File: src/rtl/osc_fab_reset_seq.sv
// Fabric reset sequencer for the RC-oscillator fabric clock domain.
// Holds the fabric in reset until CCC lock has been stable and the MSS is
// ready, then waits a settling delay. It also handles lock-loss recovery,
// software-requested reset pulses and lock-loss status reporting.
module osc_fab_reset_seq #(
  parameter int SYNC_STAGES        = 2,
  parameter int LOCK_STABLE_CYCLES = 1024,
  parameter int RELEASE_DELAY      = 256,
  parameter int SW_RST_CYCLES      = 16
) (
  input  logic       CLK,
  input  logic       RESET_N,
  input  logic       CCC_LOCK,
  input  logic       MSS_READY,
  input  logic       SW_RESET_REQ,
  output logic       FAB_RESET_N,
  output logic       LOCK_LOST,
  output logic [7:0] LOCK_LOST_CNT,
  output logic [2:0] STATE
);

  typedef enum logic [2:0] {
    S_RESET       = 3'd0,
    S_WAIT_LOCK   = 3'd1,
    S_LOCK_STABLE = 3'd2,
    S_WAIT_MSS    = 3'd3,
    S_RELEASE     = 3'd4,
    S_RUN         = 3'd5,
    S_SW_RESET    = 3'd6
  } state_t;

  // Terminal counts: each timed state leaves when cnt reaches N-1.
  localparam logic [15:0] LOCK_LAST = 16'(LOCK_STABLE_CYCLES - 1);
  localparam logic [15:0] REL_LAST  = 16'(RELEASE_DELAY - 1);
  localparam logic [15:0] SW_LAST   = 16'(SW_RST_CYCLES - 1);

  logic [SYNC_STAGES-1:0] lock_sync;
  logic [SYNC_STAGES-1:0] rdy_sync;
  logic                   lock_s;
  logic                   rdy_s;
  state_t                 state;
  state_t                 state_nxt;
  logic [15:0]            cnt;
  logic [15:0]            cnt_nxt;
  logic                   lost_evt;

  // Synchronise the two oscillator-asynchronous status inputs.
  always_ff @(posedge CLK or negedge RESET_N) begin
    if (!RESET_N) begin
      lock_sync <= '0;
      rdy_sync  <= '0;
    end else begin
      lock_sync <= {lock_sync[SYNC_STAGES-2:0], CCC_LOCK};
      rdy_sync  <= {rdy_sync[SYNC_STAGES-2:0], MSS_READY};
    end
  end

  assign lock_s = lock_sync[SYNC_STAGES-1];
  assign rdy_s  = rdy_sync[SYNC_STAGES-1];

  // Next state and counter. cnt defaults to 0 so it clears on every
  // transition and only advances while dwelling in a timed state.
  always_comb begin
    state_nxt = state;
    cnt_nxt   = '0;
    lost_evt  = 1'b0;
    case (state)
      S_RESET:     state_nxt = S_WAIT_LOCK;
      S_WAIT_LOCK: if (lock_s) state_nxt = S_LOCK_STABLE;
      S_LOCK_STABLE: begin
        if (!lock_s)                state_nxt = S_WAIT_LOCK;
        else if (cnt == LOCK_LAST)  state_nxt = S_WAIT_MSS;
        else                        cnt_nxt   = cnt + 16'd1;
      end
      S_WAIT_MSS: begin
        if (!lock_s)     state_nxt = S_WAIT_LOCK;
        else if (rdy_s)  state_nxt = S_RELEASE;
      end
      S_RELEASE: begin
        if (!lock_s)               state_nxt = S_WAIT_LOCK;
        else if (cnt == REL_LAST)  state_nxt = S_RUN;
        else                       cnt_nxt   = cnt + 16'd1;
      end
      S_RUN: begin
        // Lock loss outranks a same-cycle software request.
        if (!lock_s) begin
          state_nxt = S_WAIT_LOCK;
          lost_evt  = 1'b1;
        end else if (SW_RESET_REQ) begin
          state_nxt = S_SW_RESET;
        end
      end
      S_SW_RESET: begin
        // Returns straight to RUN: lock is still monitored, MSS is not.
        if (!lock_s)              state_nxt = S_WAIT_LOCK;
        else if (cnt == SW_LAST)  state_nxt = S_RUN;
        else                      cnt_nxt   = cnt + 16'd1;
      end
      default: state_nxt = S_RESET;
    endcase
  end

  // State, counter, registered fabric reset and lock-loss status.
  always_ff @(posedge CLK or negedge RESET_N) begin
    if (!RESET_N) begin
      state         <= S_RESET;
      cnt           <= '0;
      FAB_RESET_N   <= 1'b0;
      LOCK_LOST     <= 1'b0;
      LOCK_LOST_CNT <= '0;
    end else begin
      state       <= state_nxt;
      cnt         <= cnt_nxt;
      FAB_RESET_N <= (state_nxt == S_RUN);
      if (lost_evt) begin
        LOCK_LOST <= 1'b1;
        if (LOCK_LOST_CNT != 8'hFF) LOCK_LOST_CNT <= LOCK_LOST_CNT + 8'd1;
      end
    end
  end

  assign STATE = state;

endmodule

File: config.mk
export PLATFORM = sky130hd
export DESIGN_NAME = osc_fab_reset_seq
export DESIGN_NICKNAME = d
export VERILOG_FILES = /design/src/rtl/osc_fab_reset_seq.sv
export SDC_FILE = /design/constraint.sdc
export NUM_CORES = 1
export LEC_CHECK = 0
export BUFFER_PORTS_ARGS = -buffer_cell sky130_fd_sc_hd__buf_4
export CORE_MARGIN = 2
export CORE_UTILIZATION = 61
export CTS_CLUSTER_DIAMETER = 120
export CTS_CLUSTER_SIZE = 12
export DETAILED_ROUTE_END_ITERATION = 10
export GPL_ROUTABILITY_DRIVEN = 0
export PLACE_DENSITY = 0.83
export SLEW_MARGIN = 10
export SYNTH_ARGS = -nofsm -noshare
export SYNTH_HDL_FRONTEND = slang
export SYNTH_SLANG_ARGS = --single-unit
File: constraint.sdc
create_clock -name CLK -period 4.45 [get_ports CLK]
set_input_delay 0.2225 -clock CLK [delete_from_list [all_inputs] [get_ports CLK]]
set_output_delay 0.2225 -clock CLK [all_outputs]
set_load 0.02 [all_outputs]
* Yosys cells after proc, flatten, opt, wreduce, memory -nomap -nowiden
Index checks and enable logic that the tools add are counted.
** Cells by class
- Equal/unequal tests :: 11
- Muxes and demuxes :: 21
- Reductions and logical operators :: 2
- $add $sub $neg :: 2
** Operator list (count)
- 2-to-1 mux 16 bit :: 6
- case mux 16 bit (3 select lines) :: 1
- 2-to-1 mux 3 bit :: 11
- case mux 3 bit (7 select lines) :: 1
- adder 16 x 1 -> 16 bit, second input constant :: 1
- equality test 16 x 10 -> 1 bit, second input constant :: 1
- equality test 16 x 4 -> 1 bit, second input constant :: 1
- equality test 16 x 8 -> 1 bit, second input constant :: 1
- equality test 3 bit, second input constant :: 4
- adder 8 x 1 -> 8 bit, second input constant :: 1
- != test 8 bit, second input constant :: 1
- equality test 3 x 2 -> 1 bit, second input constant :: 2
- equality test 3 x 1 -> 1 bit, second input constant :: 1
- logical NOT 3 bit :: 1
- 2-to-1 mux 1 bit :: 2
- AND reduction 2 bit :: 1
** Word-level totals
- Output and inout port bits :: 13
- Register bits after elaboration :: 33
- Logic and storage cells :: 43
- Input bits :: 5

* Logic depth before layout (Yosys ltp)
- Word-level depth :: 5
- Gate-level depth with buffers :: 7
- Mapped depth without buffers :: 6

* Worst setup path before layout
Ideal clock, no wire load.
- Path kind :: reg-to-reg
- Start point :: register LOCK_LOST_CNT[0]
- End point :: register LOCK_LOST_CNT[1]
- Arrival :: 1.626 ns
- Setup time :: 0.125 ns
- Stages on the path, launching flop included :: 5
- Setup slack :: 2.699 ns
- Data required time :: 4.325 ns
- Buffers on the path :: 0
- Clock period less this slack :: 1.751 ns
- Path through :: dfrtp_1 -> ha_1 -> and3_1 -> a31oi_2 -> mux2_2
** Between the ends
- Word-level cells in the longest chain between the ends :: 2
- Elaborated cells on any way between the ends :: 3
- Classes of those cells :: 1 x add/sub; 1 x eq/ne; 1 x reduce/logical
** RTL lines
- from (decl) :: RTL line 18 : output logic [7:0] LOCK_LOST_CNT,
- from (signal assigned) :: RTL line 117 : if (LOCK_LOST_CNT != 8'hFF) LOCK_LOST_CNT <= LOCK_LOST_CNT + 8'd1;
- branches (longest 2 deep; another with adder 8 x 1 -> 8 bit)
Several ways; the timed one is not identified.
A chain may end at the register's enable or synchronous reset.

* Final worst setup path
- Start point :: register cnt[0]
- End point :: register cnt[4]
** Between the ends
- Word-level cells in the longest chain between the ends :: 4
- Elaborated cells on any way between the ends :: 11
- Classes of those cells :: 1 x add/sub; 3 x eq/ne; 7 x mux
** RTL lines
- from (decl) :: RTL line 43 : logic [15:0] cnt;
- from (signal assigned) :: RTL line 113 : cnt <= cnt_nxt;
- adder 16 x 1 -> 16 bit (tied with other cells) :: RTL line 73, 82, 97
- 2-to-1 mux 16 bit, on equally long branches :: RTL line 96, 72, 81
- 2-to-1 mux 16 bit, on equally long branches :: RTL line 95, 71, 80
- case mux 16 bit (3 select lines) (*) :: RTL line 67 : case (state)
- named net cnt_nxt[4] :: RTL line 44 : logic [15:0] cnt_nxt;
Mark *: on every way through the listed nets, which the timed path passes. The rest lies on a longest branch.

==> metrics <==
Clock Sink Count=33; average via count per standard cell=5.857; Peak Freq=0.5074 GHz; count of port buffers added during placement=17; Die Height=55.32 um; IR Drop Worst-Case VDD=0.0003375 V; PnR Total Power=~760 uW; vias in the first global route=1223; Worst R2R Start=cnt[0]$_DFF_PN0_; warnings from Yosys=0; top cells by area, synth=sky130_fd_sc_hd__dfrtp_1, sky130_fd_sc_hd__xnor2_1, sky130_fd_sc_hd__nor2_1, sky130_fd_sc_hd__xor2_1, sky130_fd_sc_hd__nand4_1; fraction of power spent switching nets=0.3246; number of max-cap violations=0; first-pass GRT wire length=~5600 um; Worst setup startpoint=cnt[0]$_DFF_PN0_; Critical Path Sink Type=register; placement row count=18; number of DRC violations after detailed-routing iteration 0=34; power density cells=411.0 nW/um^2; uppermost metal layer occupied by signal nets=met4; starting density of the core=0.6485; Synth Net Count=between 150 and 200; share of the cycle needed by the critical path after routing=0.4429; Post-Route Setup TNS=0 ns; Synth Instances=158; fraction of synthesized cell area taken by the top area cell type=0.5140; average size of a mapped cell=10.17 sq um; relative contribution of the clock network to total power=0.299; Clk pin slew, worst setup/hold paths=0.11 ns; net switching power of the design=~250 uW; Final Max Tran Viols=0; Critical-path top delay cell=sky130_fd_sc_hd__o31ai_4; result of the run=complete, no violations; share of final-layout standard cells stronger than drive strength 1=0.1722; routed wire length on met2=1589 um; Worst Max-Slew Pin Slew=between 0.6 and 0.7 ns; startpoint-to-endpoint class of the critical path=reg2reg; class of the tightest hold or removal check=in2async; vias after detailed routing=about 1.2k; die outline area=3060 sq um; CTS Buf Count=5; unrepaired setup endpoints after global routing=no; routed length on met3=between 150 and 200 um; worst endpoint data arrival time=2.19 ns; critical path's largest stage delay=0.44 ns; detailed-route wire length on metal 1=1227 um; largest area contributor in the netlist=sky130_fd_sc_hd__dfrtp_1; overflow left after global routing=0; Setup WS post-layout=2.479 ns; maximum number of pins on one net before global-route repair=34; worst relative slew slack=0.5840; Routed Wire Length=3039 um; total iterations of the first detailed-routing run=4; floorplan die width=55.32 um; combinational group share of total power=0.214; highest net fanout along the worst path=9; ANT cells=0; sequential element share of the synthesized area=0.5140; Bufs on Longest Clock Path=2; Antenna Nets Post-Route=0; root buffer selected by CTS=sky130_fd_sc_hd__clkbuf_4; Post-Place Worst Slack=between 2 and 3 ns; insertion delay to the later sink of the worst-skew pair=0.34 ns; CTS tree=built; DP Area=1747 sq um; ordered cell list for the critical path=ha_1 > and3_1 > nand3_2 > o211a_1 > o31ai_4 > nor2_1; post-DP HPWL=2144 um; final-layout fill cell count=176; Placeable Area=2477 sq um; CP required=4.67 ns; element type at the critical path start=register; quantity of gates resized following cts=0; Cell Area, Synth=1607 sq um; flip-flop and latch count after synthesis=33; count of different cell masters after synthesis=36; DRC=0; initial antenna violation count=0; maximum clock skew at final layout=0.007007 ns; total leakage power=0.8305 nW; # IOs=18; wire length per cell=14.47 um; htree depth=2; combined global-route utilization of all metal layers=0.2364; Finish-stage setup viols=0; final number of hold-violating endpoints=0; # nets final=~190; post-route cell area=1861 sq um; Int Pwr=516.5 uW; layout-stage area growth over the synthesis result=15.81%; shortest period the worst path allows=1.971 ns; share of power burned in registers=0.487
power groups by stage:
stage               Clock (mW)  Sequential (mW)  Combinational (mW)
detailed placement           0            0.378               0.161
finish                   0.229            0.372               0.164
global route             0.249            0.379               0.180
floorplan                    0            0.383              0.0908
CTS                      0.232            0.372               0.164
global placement             0            0.374               0.157
cells in the mapped netlist:
library cell and count:
sky130_fd_sc_hd__a311oi_1 1, sky130_fd_sc_hd__xor2_1 7, sky130_fd_sc_hd__o21ai_1 1, sky130_fd_sc_hd__mux2_2 1, sky130_fd_sc_hd__clkbuf_1 4, sky130_fd_sc_hd__inv_1 6
sky130_fd_sc_hd__a31oi_1 1, sky130_fd_sc_hd__a31oi_2 1, sky130_fd_sc_hd__and3_1 6, sky130_fd_sc_hd__dfrtp_1 33, sky130_fd_sc_hd__buf_2 1, sky130_fd_sc_hd__nor4_4 1
sky130_fd_sc_hd__o31ai_1 1, sky130_fd_sc_hd__a21boi_0 1, sky130_fd_sc_hd__nand3_1 9, sky130_fd_sc_hd__o31ai_4 1, sky130_fd_sc_hd__o21ai_0 7, sky130_fd_sc_hd__or3_1 4
sky130_fd_sc_hd__nor2_1 20, sky130_fd_sc_hd__ha_1 2, sky130_fd_sc_hd__or2_2 1, sky130_fd_sc_hd__nor2b_1 2, sky130_fd_sc_hd__nand3_2 1, sky130_fd_sc_hd__clkbuf_2 1
sky130_fd_sc_hd__nand4_1 9, sky130_fd_sc_hd__a21oi_1 5, sky130_fd_sc_hd__o21a_1 1, sky130_fd_sc_hd__nand3b_1 1, sky130_fd_sc_hd__xnor2_1 10, sky130_fd_sc_hd__nor4_1 2
sky130_fd_sc_hd__and4_1 2, sky130_fd_sc_hd__nand2_1 8, sky130_fd_sc_hd__nand2b_1 3, sky130_fd_sc_hd__nor3b_1 2, sky130_fd_sc_hd__nand4bb_1 1, sky130_fd_sc_hd__o211a_1 1
worst max-delay path, delay by kind of cell (launching register included):
| kind | cells | cell delay (ns) |
|---|---|---|
| and+or+nand+nor | 3 | 0.54 |
| DFF | 1 | 0.40 |
| AOI/OAI and AO/OA | 2 | 0.71 |
| adders and majority gates | 1 | 0.20 |
worst paths after layout:
| check | to | slack, ns | cells past startpoint |
|---|---|---|---|
| setup / recovery | cnt[4]$_DFF_PN0_ | 2.48 | 6 |
| hold / removal | cnt[12]$_DFF_PN0_ | 0.34 | 2 |
| setup reg to reg | cnt[4]$_DFF_PN0_ | 2.48 | 6 |
| hold reg to reg | rdy_sync[1]$_DFF_PN0_ | 0.37 | 0 |
| max in group asynchronous | LOCK_LOST_CNT[6]$_DFFE_PN0P_ | 3.82 | 2 |
| min in group CLK | rdy_sync[1]$_DFF_PN0_ | 0.37 | 0 |
flip-flops by register name (all words and copies together), names as in the netlist:
name,flops
LOCK_LOST_CNT,8
LOCK_LOST,1
rdy_sync,2
STATE,3
lock_sync,2
FAB_RESET_N,1
cnt,16
logic make-up (layout without fill, tap and decap cells):
group                      after synthesis  count (layout)  share of synthesized area
buffers and inverters                   12              34                    0.02959
AOI/OAI and AO/OA                       21              21                    0.09112
and+or+nand+nor                         72              72                     0.2500
adders and majority gates                2               2                    0.01557
xor gates and xnor gates                17              17                    0.09268
DFF                                     33              33                     0.5140
muxes                                    1               1                   0.007009
repair_timing:
action | in CTS | in global routing
hold buffers | 3 | 0
setup buffers | 0 | 0
endpoints found under the hold margin | 35 | 0
endpoints found under the setup margin | 0 | 0
layer usage:
metal	global-route usage	up-vias
li1	-	590
met1	0.2989	598
met2	0.3776	38
met3	0.07728	4
met4	0.09059	0
met5	0	-
cells in the final DEF (no fill, tap or decap), types with 2 or more instances in the layout:
master,count
sky130_fd_sc_hd__nor3b_1,2
sky130_fd_sc_hd__inv_1,6
sky130_fd_sc_hd__nand4_1,9
sky130_fd_sc_hd__dfrtp_1,33
sky130_fd_sc_hd__nand3_1,9
sky130_fd_sc_hd__xor2_1,7
sky130_fd_sc_hd__xnor2_1,10
sky130_fd_sc_hd__buf_4,17
sky130_fd_sc_hd__clkbuf_4,5
sky130_fd_sc_hd__or3_1,4
sky130_fd_sc_hd__nor2_1,20
sky130_fd_sc_hd__and3_1,6
sky130_fd_sc_hd__ha_1,2
sky130_fd_sc_hd__o21ai_0,7
sky130_fd_sc_hd__nor4_1,2
sky130_fd_sc_hd__nand2b_1,3
sky130_fd_sc_hd__dlygate4sd3_1,3
sky130_fd_sc_hd__nor2b_1,2
sky130_fd_sc_hd__a21oi_1,5
sky130_fd_sc_hd__nand2_1,8
sky130_fd_sc_hd__and4_1,2
through the flow:
step             util  instances  hold WS (ns)
2_1_floorplan       -        158      -0.07309
3_3_place_gp   0.7051        199        0.1743
3_5_place_dp   0.7051        199        0.1817
4_1_cts        0.7510        210        0.3407
5_1_grt        0.7510        210        0.3525
6_report       0.7510        210        0.3389
final cells by class:
class | count | area (sq um) | share of cell area
clock inverter | 3 | 46.29 | 0.02488
timing repair buffer | 20 | 157.7 | 0.08473
inverter | 6 | 22.52 | 0.01210
multi-input combinational | 113 | 733.2 | 0.3941
sequential | 33 | 825.8 | 0.4438
clock buffer | 5 | 37.54 | 0.02017
tap | 30 | 37.54 | 0.02017
(Power assumes the default switching activity.)
